## config.mk

```make
export PLATFORM = sky130hd
export DESIGN_NAME = win_banner
export DESIGN_NICKNAME = d
export VERILOG_FILES = /design/src/rtl/win_banner.sv
export SDC_FILE = /design/constraint.sdc
export NUM_CORES = 1
export LEC_CHECK = 0
export ABC_AREA = 0
export ABC_CLOCK_PERIOD_IN_PS = 5700
export CORE_MARGIN = 2
export CORE_UTILIZATION = 35
export DETAILED_ROUTE_END_ITERATION = 10
export GPL_ROUTABILITY_DRIVEN = 0
export GPL_TIMING_DRIVEN = 0
export PLACE_DENSITY = 0.58
export SETUP_SLACK_MARGIN = 0.4
export SYNTH_ARGS = -nofsm -noshare
export SYNTH_HDL_FRONTEND = slang
export SYNTH_SLANG_ARGS = --single-unit
```

## constraint.sdc

```tcl
create_clock -name clk -period 5.7 [get_ports clk]
set_input_delay 1.14 -clock clk [delete_from_list [all_inputs] [get_ports clk]]
set_output_delay 1.14 -clock clk [all_outputs]
set_load 0.02 [all_outputs]
```

## src/rtl/win_banner.sv

```systemverilog
// win_banner: draws a column-by-column revealed, then blinking, "WIN" banner over the winner's side
module win_banner #(
    parameter int         SCALE_LOG2    = 2,
    parameter int         P1_X          = 160,
    parameter int         P2_X          = 480,
    parameter int         Y_POS         = 226,
    parameter logic [2:0] P1_CODE       = 3'b100,
    parameter logic [2:0] P2_CODE       = 3'b001,
    parameter int         REVEAL_FRAMES = 4,
    parameter int         BLINK_FRAMES  = 30
) (
    input  logic        clk,
    input  logic        rst_n,
    input  logic        frame_tick,
    input  logic [11:0] x,
    input  logic [11:0] y,
    input  logic [2:0]  winner,
    output logic        pixel_on,
    output logic        active,
    output logic        reveal_done
);
    typedef enum logic [1:0] {IDLE, REVEAL, SHOW} state_t;

    // column masks of the glyph, bit r = row r; index 15 is a blank guard column
    localparam logic [15:0][7:0] GLYPH = {
        8'h00, 8'h7f, 8'h30, 8'h08, 8'h06, 8'h7f, 8'h00, 8'h7f,
        8'h00, 8'h3f, 8'h00, 8'h40, 8'h3e, 8'h40, 8'h40, 8'h3f
    };
    localparam logic [12:0] W_SPAN = 13'(15 << SCALE_LOG2);
    localparam logic [12:0] H_SPAN = 13'(7 << SCALE_LOG2);
    localparam logic [12:0] Y0     = 13'(Y_POS);

    state_t      state;
    logic [2:0]  win_q;
    logic [12:0] x0;
    logic [3:0]  cols;
    logic [7:0]  cnt;
    logic        blink;
    logic        s1_in;
    logic [3:0]  s1_col;
    logic [2:0]  s1_row;

    logic [12:0] xe, ye, dx, dy;
    logic [7:0]  cnt_inc;
    logic        valid, in_box;

    assign xe      = {1'b0, x};
    assign ye      = {1'b0, y};
    assign dx      = xe - x0;
    assign dy      = ye - Y0;
    assign cnt_inc = cnt + 8'd1;
    assign valid   = (winner == P1_CODE) || (winner == P2_CODE);
    assign in_box  = (xe >= x0) && (xe < x0 + W_SPAN) && (ye >= Y0) && (ye < Y0 + H_SPAN);

    // animation state machine, advanced only on frame ticks
    always_ff @(posedge clk or negedge rst_n) begin
        if (!rst_n) begin
            state       <= IDLE;
            win_q       <= '0;
            x0          <= '0;
            cols        <= '0;
            cnt         <= '0;
            blink       <= 1'b0;
            active      <= 1'b0;
            reveal_done <= 1'b0;
        end else if (frame_tick) begin
            if (!valid) begin
                state       <= IDLE;
                win_q       <= '0;
                cols        <= '0;
                cnt         <= '0;
                blink       <= 1'b0;
                active      <= 1'b0;
                reveal_done <= 1'b0;
            end else if (state == IDLE || winner != win_q) begin
                state       <= REVEAL;
                win_q       <= winner;
                x0          <= (winner == P1_CODE) ? 13'(P1_X) : 13'(P2_X);
                cols        <= '0;
                cnt         <= '0;
                blink       <= 1'b0;
                active      <= 1'b1;
                reveal_done <= 1'b0;
            end else if (state == REVEAL) begin
                if (cnt_inc == 8'(REVEAL_FRAMES)) begin
                    cnt  <= '0;
                    cols <= cols + 4'd1;
                    if (cols == 4'd14) begin
                        state       <= SHOW;
                        blink       <= 1'b1;
                        reveal_done <= 1'b1;
                    end
                end else begin
                    cnt <= cnt_inc;
                end
            end else if (BLINK_FRAMES > 0) begin
                if (cnt_inc == 8'(BLINK_FRAMES)) begin
                    cnt   <= '0;
                    blink <= ~blink;
                end else begin
                    cnt <= cnt_inc;
                end
            end
        end
    end

    // stage 1: box test and cell coordinates
    always_ff @(posedge clk or negedge rst_n) begin
        if (!rst_n) begin
            s1_in  <= 1'b0;
            s1_col <= '0;
            s1_row <= '0;
        end else begin
            s1_in  <= in_box;
            s1_col <= 4'(dx >> SCALE_LOG2);
            s1_row <= 3'(dy >> SCALE_LOG2);
        end
    end

    // stage 2: glyph lookup gated by reveal progress and blink phase
    always_ff @(posedge clk or negedge rst_n) begin
        if (!rst_n) pixel_on <= 1'b0;
        else pixel_on <= s1_in && GLYPH[s1_col][s1_row] && (s1_col < cols) &&
                         (state == REVEAL || blink);
    end
endmodule

```

==> results.cfg <==
[power]
peakVddDrop_v = 0.0001591
power.density_nw_per_um2 = 199.3
leakagePower_uw = 0.001092

[cts]
htree_levels = 2
cts_inserted_buffers = 5
clkSlewWorstSetupHoldPaths_ns = 0.07
cts_max_path_buffers = 2
cts_tree = built
cts_num_sinks = 30
cts-root-buf = clkbuf_8
holdBufCountCts = 0
post_cts_buffers = 0
clkLatencyLatePin_ns = 0.28
cts_resized = 0

[worst_setup_path]
worstPathMaxFanout = 10
cp_slowest_cell = clkdlybuf4s50_1
critPathMaxStageDelay_ns = 0.57
endpoint_kind = flip-flop
startpoint_type = input port
arrival_ns = 2.92
worstSetupPathType = in -> reg
crit_required_ns = 5.91
worstPathCellList = clkdlybuf4s50_1 > xnor2_1 > o2111ai_1 > or2_1 > buf_2 > nand2_1 > buf_4 > o41ai_1 > a21oi_1

[floorplan]
ios = 33
start_util_pct = 36.68
die_w_um = 80.43
die_h_um = 80.43
fp.dieArea_um2 = 6469
placementRows = 27
fp.coreArea_um2 = 5574

[cells_and_area]
synthToLayoutAreaGrowth_pct = 24.72
nFillCells = 554
seqCellArea_um2 = 750.7
multi_input_area_um2 = 1175
stdcell_count = 332
design_area_um2 = 2550
drive_above_1_share_pct = 6.923
layout.nets = 313
diodes = 0

[global_routing]
grt_pass1_vias = 1649
grt_pass1_wl_mm = 7.776
grt_max_degree = 31
grt_usage_pct = 15.46
grt_remaining_overflow = 0
antenna_found_initial = 0

[synth]
async_flop_share_pct = 100.0
ys_seq_area_share_pct = 36.72
avgSynthCellArea_um2 = 9.251
syn-num-nets = 275
ys_warn_count = 0
synth_cells = 221
netlist_area_um2 = 2044
ys_seq_elements = 30
synth.distinct_cells = 49
synth-edff-count = 0
synth_flop_cell = dfrtp_1

[timing]
layout_min_cycle_time_ns = 2.718
tightest_slew_ns = 0.6832
setup_viol = 0
drv_slew = 0
whs_ns = 0.4555
max_freq_mhz = 368.0
tns_ns = 0
rsz0062_at_grt = no
skew_ns = 0.004415
slew_headroom_pct = 54.46
finalCritPeriodShare_pct = 47.68
finalHoldViolCount = 0

[job]
drv_cap = 0

[detailed_routing]
ant_nets = 0
dr_total_vias = 1674
dr.pass1.iters = 4
drc_errors = 0
drt-initial-drc-count = 76
wl_per_cell_um = 12.78
wirelength_mm = 4.243
drt-vias-per-instance = 5.042

[placed_design]
post_dp_cell_area_um2 = 2440
place_hpwl_mm = 3.238
dp_cells = 324
numPortBuffers = 31

[status]
status = complete, no violations

[hold_path]
hp-class = reg -> reg
## cell usage in the layout (no fill, tap or decap), types with 3 or more instances in the layout
cell type        count
clkbuf_8             8
clkdlybuf4s50_1     30
ha_1                24
o21a_1               3
a21oi_1              9
nand2_1             14
o31ai_1              5
nand2b_1             3
xnor2_1              8
nor2_1              10
nand4_1              3
buf_2                3
a211oi_1             4
o21ai_0             18
nand3_1             10
nor3_1               7
dfrtp_1             30
inv_1               26
nor2b_1              3
## report_power, final
group | total [uW] | leakage (uW) | switching (uW) | internal (uW)
logic | 79.2 | 0.000644 | 38.3 | 40.9
registers | 227 | 0.000390 | 7.05 | 220
clock network | 202 | 0.0000575 | 80.2 | 122
total | 508 | 0.00109 | 126 | 383
## registers in the layout (all words and copies together) (netlist names)
register     cells
active           1
blink            1
cnt              8
cols             4
pixel_on         1
reveal_done      1
s1_col           4
s1_in            1
s1_row           3
state            1
win_q            3
x0               2
## final cells by class
type                       count  area share (%)
tap                           72           3.533
sequential                    30           29.44
inverter                      26           3.827
clock buffer                   8           4.318
buffer                         4          0.8341
multi-input combinational    161           46.07
timing repair buffer          31           11.97
## cell families after synthesis
family,Yosys count,share of synthesized area [%]
multiplexers,4,2.081
XOR/XNOR,10,4.284
AO/OA/AOI/OAI,59,19.28
flip-flops,30,36.72
buffers and inverters,30,5.814
AND/OR/NAND/NOR,64,17.14
adder cells (fa/ha/maj),24,14.69
## cells in the mapped netlist (3+ instances only)
cell type / instances / share of area (%)
o21a_1: 3 / 1.1
nand2b_1: 3 / 0.92
inv_1: 26 / 4.8
a21oi_1: 9 / 2.2
o31ai_1: 5 / 1.8
o21ai_0: 18 / 4.4
nand3_1: 10 / 2.4
nor3_1: 7 / 1.7
nor2_1: 10 / 1.8
nor2b_1: 3 / 0.92
xnor2_1: 8 / 3.4
ha_1: 24 / 15
nand2_1: 14 / 2.6
a211oi_1: 4 / 1.5
nand4_1: 3 / 0.92
dfrtp_1: 30 / 37
## worst max-delay path: cells and delay by family
family                 cells  cell delay [ns]
AND/OR/NAND/NOR            2             0.33
AO/OA/AOI/OAI              3             0.37
buffers and inverters      3             0.94
XOR/XNOR                   1             0.15
## layer usage
| layer | vias to the layer above | global-route usage (%) | wire, um |
|---|---|---|---|
| met5 | - | 0 | 0 |
| met4 | 0 | 6.102 | 77 |
| met3 | 6 | 2.697 | 81 |
| met2 | 16 | 23.50 | 1878 |
| met1 | 778 | 21.76 | 2205 |
| li1 | 874 | - | - |
## through the flow
stage               total power (uW)  setup WS [ns]  util, %
global placement               310.5          2.671    43.86
finish                         508.2          2.982    45.75
floorplan                      270.9          3.299        -
global route                   535.2          2.815    45.75
CTS                            514.0          2.963    45.75
detailed placement             310.7          2.670    43.77
## worst paths after layout
kind / start / end / slack [ns] / cells past startpoint
max: winner[2] / blink$_DFFE_PN0P_ / 2.98 / 9
min: s1_row[2]$_DFF_PN0_ / pixel_on$_DFF_PN0_ / 0.46 / 1
max reg2reg: cnt[0]$_DFFE_PN0P_ / cols[3]$_DFFE_PN0P_ / 3.63 / 7
min reg2reg: s1_row[2]$_DFF_PN0_ / pixel_on$_DFF_PN0_ / 0.46 / 1
max in group asynchronous: rst_n / cnt[4]$_DFFE_PN0P_ / 4.36 / 1
min in group asynchronous: rst_n / cols[2]$_DFFE_PN0P_ / 0.90 / 1
Note: power is estimated with default switching activity, not from simulation.
